`src/rtl/alu_sequencer_if.sv`:
```
// Instruction handshake and ALU drive/return bus between the sequencer
// (master side) and the instruction source plus ALU (slave side).
interface alu_sequencer_if #(
  parameter int DATA_W = 16
);
  logic              instr_valid;
  logic [15:0]       instr;
  logic              instr_ready;
  logic [DATA_W-1:0] alu_in1;
  logic [DATA_W-1:0] alu_in2;
  logic [3:0]        alu_op;
  logic [DATA_W-1:0] alu_out;
  logic [3:0]        alu_flags;
  logic              flag_wr;
  logic [3:0]        flag_wdata;

  modport master (
    input  instr_valid, instr, alu_out, alu_flags,
    output instr_ready, alu_in1, alu_in2, alu_op, flag_wr, flag_wdata
  );

  modport slave (
    output instr_valid, instr, alu_out, alu_flags,
    input  instr_ready, alu_in1, alu_in2, alu_op, flag_wr, flag_wdata
  );
endinterface

```
`src/rtl/alu_sequencer.sv`:
```
// Four-phase ALU control sequencer: accepts one instruction in IDLE, issues
// register operands to the external ALU, captures its result and flags,
// then writes back and pulses done. Owns an 8-entry register file.
module alu_sequencer #(
  parameter int DATA_W = 16,
  parameter int NREGS  = 8
) (
  input  logic               clk,
  input  logic               rst_n,
  alu_sequencer_if.master    bus,
  output logic               done,
  output logic [DATA_W-1:0]  result,
  output logic [3:0]         result_flags,
  input  logic [2:0]         dbg_addr,
  output logic [DATA_W-1:0]  dbg_data
);

  typedef enum logic [1:0] {
    IDLE  = 2'd0,
    ISSUE = 2'd1,
    EXEC  = 2'd2,
    WB    = 2'd3
  } state_t;

  localparam logic [3:0] OP_SEC = 4'hA;
  localparam logic [3:0] OP_CLC = 4'hB;
  localparam logic [3:0] OP_LDI = 4'hC;
  localparam logic [3:0] OP_NOP = 4'hD;
  localparam logic [3:0] OP_FLR = 4'hE;

  state_t            state_r;
  state_t            state_nx_s;
  logic              accept_s;
  logic [15:0]       instr_r;
  logic [DATA_W-1:0] cap_out_r;
  logic [3:0]        cap_flags_r;
  logic [DATA_W-1:0] regs_r [NREGS];

  logic [3:0] in_op_s;
  logic [2:0] in_rs_s;
  logic [2:0] in_rt_s;
  logic [3:0] op_s;
  logic [2:0] rd_s;

  assign in_op_s = bus.instr[15:12];
  assign in_rs_s = bus.instr[8:6];
  assign in_rt_s = bus.instr[5:3];
  assign op_s    = instr_r[15:12];
  assign rd_s    = instr_r[11:9];

  assign dbg_data = regs_r[dbg_addr];

  // Sequencer-internal ops (LDI, NOP, FLR) present opcode zero to the ALU.
  function automatic logic [3:0] map_op(input logic [3:0] op);
    case (op)
      OP_LDI, OP_NOP, OP_FLR: map_op = 4'h0;
      default:                map_op = op;
    endcase
  endfunction

  // State register.
  always_ff @(posedge clk or negedge rst_n) begin
    if (!rst_n) state_r <= IDLE;
    else        state_r <= state_nx_s;
  end

  // Next-state logic; only IDLE waits on the handshake.
  always_comb begin
    state_nx_s = state_r;
    accept_s   = 1'b0;
    case (state_r)
      IDLE: begin
        if (bus.instr_valid) begin
          state_nx_s = ISSUE;
          accept_s   = 1'b1;
        end else begin
          state_nx_s = IDLE;
        end
      end
      ISSUE:   state_nx_s = EXEC;
      EXEC:    state_nx_s = WB;
      WB:      state_nx_s = IDLE;
      default: state_nx_s = IDLE;
    endcase
  end

  // Registered bus outputs: operands, opcode and flag strobe are loaded at accept.
  always_ff @(posedge clk or negedge rst_n) begin
    if (!rst_n) begin
      instr_r         <= 16'h0000;
      bus.instr_ready <= 1'b1;
      bus.alu_in1     <= {DATA_W{1'b0}};
      bus.alu_in2     <= {DATA_W{1'b0}};
      bus.alu_op      <= 4'h0;
      bus.flag_wr     <= 1'b0;
      bus.flag_wdata  <= 4'h0;
      done            <= 1'b0;
      cap_out_r       <= {DATA_W{1'b0}};
      cap_flags_r     <= 4'h0;
    end else begin
      bus.instr_ready <= (state_nx_s == IDLE);
      done            <= (state_nx_s == WB);
      if (accept_s) begin
        instr_r     <= bus.instr;
        bus.alu_in1 <= regs_r[in_rs_s];
        bus.alu_in2 <= regs_r[in_rt_s];
        bus.alu_op  <= map_op(in_op_s);
        bus.flag_wr <= (in_op_s == OP_FLR);
        if (in_op_s == OP_FLR) bus.flag_wdata <= regs_r[in_rs_s][3:0];
      end
      if (state_r == ISSUE) bus.flag_wr <= 1'b0;
      if (state_r == EXEC) begin
        bus.alu_op  <= 4'h0;
        cap_out_r   <= bus.alu_out;
        cap_flags_r <= bus.alu_flags;
      end
    end
  end

  // Writeback into the register file and result registers at the edge leaving WB.
  always_ff @(posedge clk or negedge rst_n) begin
    if (!rst_n) begin
      for (int i = 0; i < NREGS; i++) regs_r[i] <= {DATA_W{1'b0}};
      result       <= {DATA_W{1'b0}};
      result_flags <= 4'h0;
    end else if (state_r == WB) begin
      case (op_s)
        OP_SEC, OP_CLC: result_flags <= cap_flags_r;
        OP_LDI: begin
          regs_r[rd_s] <= {{(DATA_W-9){1'b0}}, instr_r[8:0]};
          result       <= {{(DATA_W-9){1'b0}}, instr_r[8:0]};
        end
        OP_NOP: ;
        OP_FLR: result_flags <= bus.flag_wdata;
        default: begin
          regs_r[rd_s] <= cap_out_r;
          result       <= cap_out_r;
          result_flags <= cap_flags_r;
        end
      endcase
    end
  end

endmodule

```
`src/flat_wrapper.sv`:
```
// flat-port wrapper written by rule: the top's interface ports become plain ports
module alu_sequencer_flat 
#(
  parameter int DATA_W = 16,
  parameter int NREGS  = 8
)
  (clk, rst_n, done, result, result_flags, dbg_addr, dbg_data, bus_instr_valid, bus_instr, bus_alu_out, bus_alu_flags, bus_instr_ready, bus_alu_in1, bus_alu_in2, bus_alu_op, bus_flag_wr, bus_flag_wdata);
  alu_sequencer_if #(.DATA_W(DATA_W)) bus_i ();
  input  logic clk;
  input  logic rst_n;
  output logic done;
  output logic [DATA_W-1:0] result;
  output logic [3:0] result_flags;
  input  logic [2:0] dbg_addr;
  output logic [DATA_W-1:0] dbg_data;
  input wire logic [$bits(bus_i.instr_valid)-1:0] bus_instr_valid;
  input wire logic [$bits(bus_i.instr)-1:0] bus_instr;
  input wire logic [$bits(bus_i.alu_out)-1:0] bus_alu_out;
  input wire logic [$bits(bus_i.alu_flags)-1:0] bus_alu_flags;
  output wire logic [$bits(bus_i.instr_ready)-1:0] bus_instr_ready;
  output wire logic [$bits(bus_i.alu_in1)-1:0] bus_alu_in1;
  output wire logic [$bits(bus_i.alu_in2)-1:0] bus_alu_in2;
  output wire logic [$bits(bus_i.alu_op)-1:0] bus_alu_op;
  output wire logic [$bits(bus_i.flag_wr)-1:0] bus_flag_wr;
  output wire logic [$bits(bus_i.flag_wdata)-1:0] bus_flag_wdata;
  assign bus_i.instr_valid = bus_instr_valid;
  assign bus_i.instr = bus_instr;
  assign bus_i.alu_out = bus_alu_out;
  assign bus_i.alu_flags = bus_alu_flags;
  assign bus_instr_ready = bus_i.instr_ready;
  assign bus_alu_in1 = bus_i.alu_in1;
  assign bus_alu_in2 = bus_i.alu_in2;
  assign bus_alu_op = bus_i.alu_op;
  assign bus_flag_wr = bus_i.flag_wr;
  assign bus_flag_wdata = bus_i.flag_wdata;
  alu_sequencer #(.DATA_W(DATA_W), .NREGS(NREGS)) u_core (.clk(clk), .rst_n(rst_n), .bus(bus_i), .done(done), .result(result), .result_flags(result_flags), .dbg_addr(dbg_addr), .dbg_data(dbg_data));
endmodule
```
`config.mk`:
```
export PLATFORM = sky130hd
export DESIGN_NAME = alu_sequencer_flat
export DESIGN_NICKNAME = d
export VERILOG_FILES = /design/src/rtl/alu_sequencer_if.sv /design/src/rtl/alu_sequencer.sv /design/src/flat_wrapper.sv
export SDC_FILE = /design/constraint.sdc
export NUM_CORES = 1
export LEC_CHECK = 0
export CORE_AREA = 2 2 175 177
export CTS_BUF_LIST = sky130_fd_sc_hd__clkbuf_16
export DETAILED_ROUTE_END_ITERATION = 8
export DIE_AREA = 0 0 177 179
export PLACE_DENSITY = 0.65
export SLEW_MARGIN = 30
export SYNTH_ARGS = -nofsm -noshare
export SYNTH_HDL_FRONTEND = slang
export SYNTH_SLANG_ARGS = --single-unit
export TNS_END_PERCENT = 50
```
`constraint.sdc`:
```
create_clock -name clk -period 8 [get_ports clk]
set_input_delay 2 -clock clk [delete_from_list [all_inputs] [get_ports clk]]
set_output_delay 2 -clock clk [all_outputs]
set_load 0.005 [all_outputs]
```
==> impl_results.md <==
* Max frequency at 159 MHz
* Worst slew pin tran at between 0.9 and 1 ns
* Total power at between 5 and 6 mW
* Synthesized area at 11800 um^2
* Net Sw Frac at 0.350
* Static Leak at 6.46 nW
* Power density cells at 370 nW/um^2
* Die Ht at 179 um
* Psw at about 1.8 mW
* Die width at 177 um
* Pre-CTS setup slack at between 1.5 and 2 ns
* Kind of critical path: primary input to output pin
* Top cells by count, synth: 228 x dfrtp_1, 132 x mux2i_1, 130 x mux2_2
* Design Area, Final at 14100 um^2
* Final ANT Viol Nets at 0
* Grt ovf at 0
* Clk_skew at roughly 0.017 ns
* CTS Buffer Depth at 3
* Max IR drop VDD at 0.000208 V
* Clock network power share at 0.204
* Mapped Avg Cell Area at 12.3 um^2
* Detailed Route WL at 32900 um
* Status: finished clean
* DR vias/cell at ~5.7
* Period minus WS final at 6.28 ns
* Antenna diode count at 0
* Clk pin slew, worst setup/hold paths at around 0.06 ns
* MaxCap Viol Count at 0
* Fin. Hold Viols at 0
* Worst EP required at 6.00 ns
* Post-synth EDFFs at 0
* Sequential area share after synthesis at 0.486
* Cells after synthesis at 962
* Initial antenna violation count at 0
* Starting Density at 0.393
* Non-filler instance count after layout at between 1k and 1.5k
* Post-CTS Hold Fix Bufs at 0
* Hold slack at 0.473 ns
* Via count at 8297
* Synth Register Bits at 229
* Site row count at 64
* Wire per inst at 22.5 um
* Pins Over Slew Limit at 0
* Crit. End Element: output pin
* Register area at roughly 5700 um^2
* Comb pwr share at 0.380
* Final core occ at 0.468
* CTS Root Cell: clkbuf_16
* Mapped Nets at 1009
* NumNets Final at 1096
* Critical Path AT at 4.28 ns
* Internal at 3.39 mW
* Yosys cell types at 38
* Reg2Reg Capture Point: u_core.regs_r[24]
* RePlAce Congestion at 0.833
* Synth Warn # at 0
* R2R setup slack at roughly 5 ns
* Synth Flop Type: dfrtp_1
* Setup crit end: dbg_data[4]
* FFs w/ async S/R, synth at 1.00
* P&R area growth vs syn at 19.3%
* Detailed Place HPWL at 21200 um
* Resized cells post-CTS at 0
* Multi-input logic area at 5720 um^2
* Relative slew slack at 0.338
* Startpoint Class: primary input
* Post-Place Cells at 1416
* Die ar. at between 30000 and 40000 um^2
* Vias in the first global route at 8366
* IO Port Bufs at 120
* Floorplan core area at 30000 um^2
* Drc violations at 0
* Worst setup path start: dbg_addr[0]
* Worst skew pair latency at around 0.53 ns
* Initial DRC count at 566
* Area share of the largest cell type after synthesis at 0.484
* Detailed Routing Iterations Pass 1 at 4
* Placed cell area at 13300 um^2
* Worst reg2reg path depth at 4
* Final setup fails at 0
* Synth top area cells: dfrtp_1 48%, mux2_2 12%, mux2i_1 11%
* Gr usage total at 0.211
* RSZ-0062 raised after global routing: no
* First-pass GRT wire length at 51100 um
* CTS tree: done
* Crit-path max FO at 20
* CTS HTree Levels at 1
* Layout cells sized above 1 at 0.223
* Most frequent cell after synthesis: dfrtp_1
* Total CTS buffers at 26
* Sum Neg Setup Slack at 0 ns
* Post-CTS Setup Inserts at 0
* Pin count of the biggest net entering global routing at 118
* R2R Path Start: u_core.state_r[1]
* Setup WS post-layout at 1.72 ns
* Leading area contributor after synthesis: dfrtp_1
* HP Class: register to register
* Sequential power share at 0.416
* I/O Pins at 121
* Fillers at between 2k and 3k
* Final period util at 0.786
* CTS sink count at between 200 and 250
-- power groups by stage --
stage | Sequential, mW | Combinational (mW) | Clock [mW]
detailed placement | 2.17 | 2.00 | 0
global route | 2.24 | 2.17 | 1.14
floorplan | 2.01 | 1.30 | 0
global placement | 2.16 | 1.96 | 0
finish | 2.17 | 1.98 | 1.06
CTS | 2.16 | 2.01 | 1.09
-- logic make-up after synthesis --
logic type / Yosys count / share of synthesized area
buf+inv: 87 / 0.0310
flops: 229 / 0.486
fa+ha+maj: 5 / 0.00531
mux: 298 / 0.305
compound gates: 147 / 0.0927
simple gates: 196 / 0.0796
-- worst max-delay path, stage by stage --
cell and delay (ns):
buf_2 0.56, buf_4 0.41, mux4_2 0.54, mux2_2 0.32, clkdlybuf4s50_1 0.45
-- registers in the layout, summed over array words and instances (netlist names), 2 cells and up --
signal                 count
u_core.regs_r            128
u_core.bus.alu_in1        16
u_core.bus.alu_in2        16
u_core.cap_out_r          16
u_core.instr_r            16
u_core.result             16
u_core.bus.alu_op          4
u_core.bus.flag_wdata      4
u_core.cap_flags_r         4
u_core.result_flags        4
u_core.state_r             2
-- metal layers --
layer,global-route usage,share of wire
met1,0.280,0.42
met2,0.364,0.50
met3,0.0250,0.048
met4,0.0603,0.025
met5,0,0
-- worst min-delay path by stage --
stage,startpoint,end,slack (ns),cells after the start
6_report,u_core.bus.alu_in2[12],u_core.bus.alu_in2[12],0.47,2
5_1_grt,u_core.result[12],u_core.result[12],0.50,1
4_1_cts,u_core.instr_r[5],u_core.instr_r[5],0.47,2
3_5_place_dp,u_core.instr_r[5],u_core.instr_r[5],0.46,2
3_3_place_gp,u_core.instr_r[6],u_core.instr_r[6],0.45,2
2_1_floorplan,u_core.instr_r[0],u_core.instr_r[0],0.44,2
-- layout make-up --
| class | count | area share |
|---|---|---|
| flip-flops and latches | 229 | 0.408 |
| multi-input cells | 646 | 0.407 |
| inverters | 12 | 0.00320 |
| well taps | 396 | 0.0352 |
| repair buffers | 134 | 0.0940 |
| clock inverters | 18 | 0.00525 |
| clock buffers | 27 | 0.0481 |
-- cells in the final DEF, fill, tap and decap left out, drive strengths merged, types with 27 or more instances in the layout --
cell / instances
clkbuf: 27
mux2: 130
a22o: 42
nand3: 37
clkdlybuf4s50: 115
nand2: 126
o21ai: 30
dfrtp: 228
a22oi: 56
mux4: 36
mux2i: 132
Note: power is estimated with default switching activity, not from simulation.
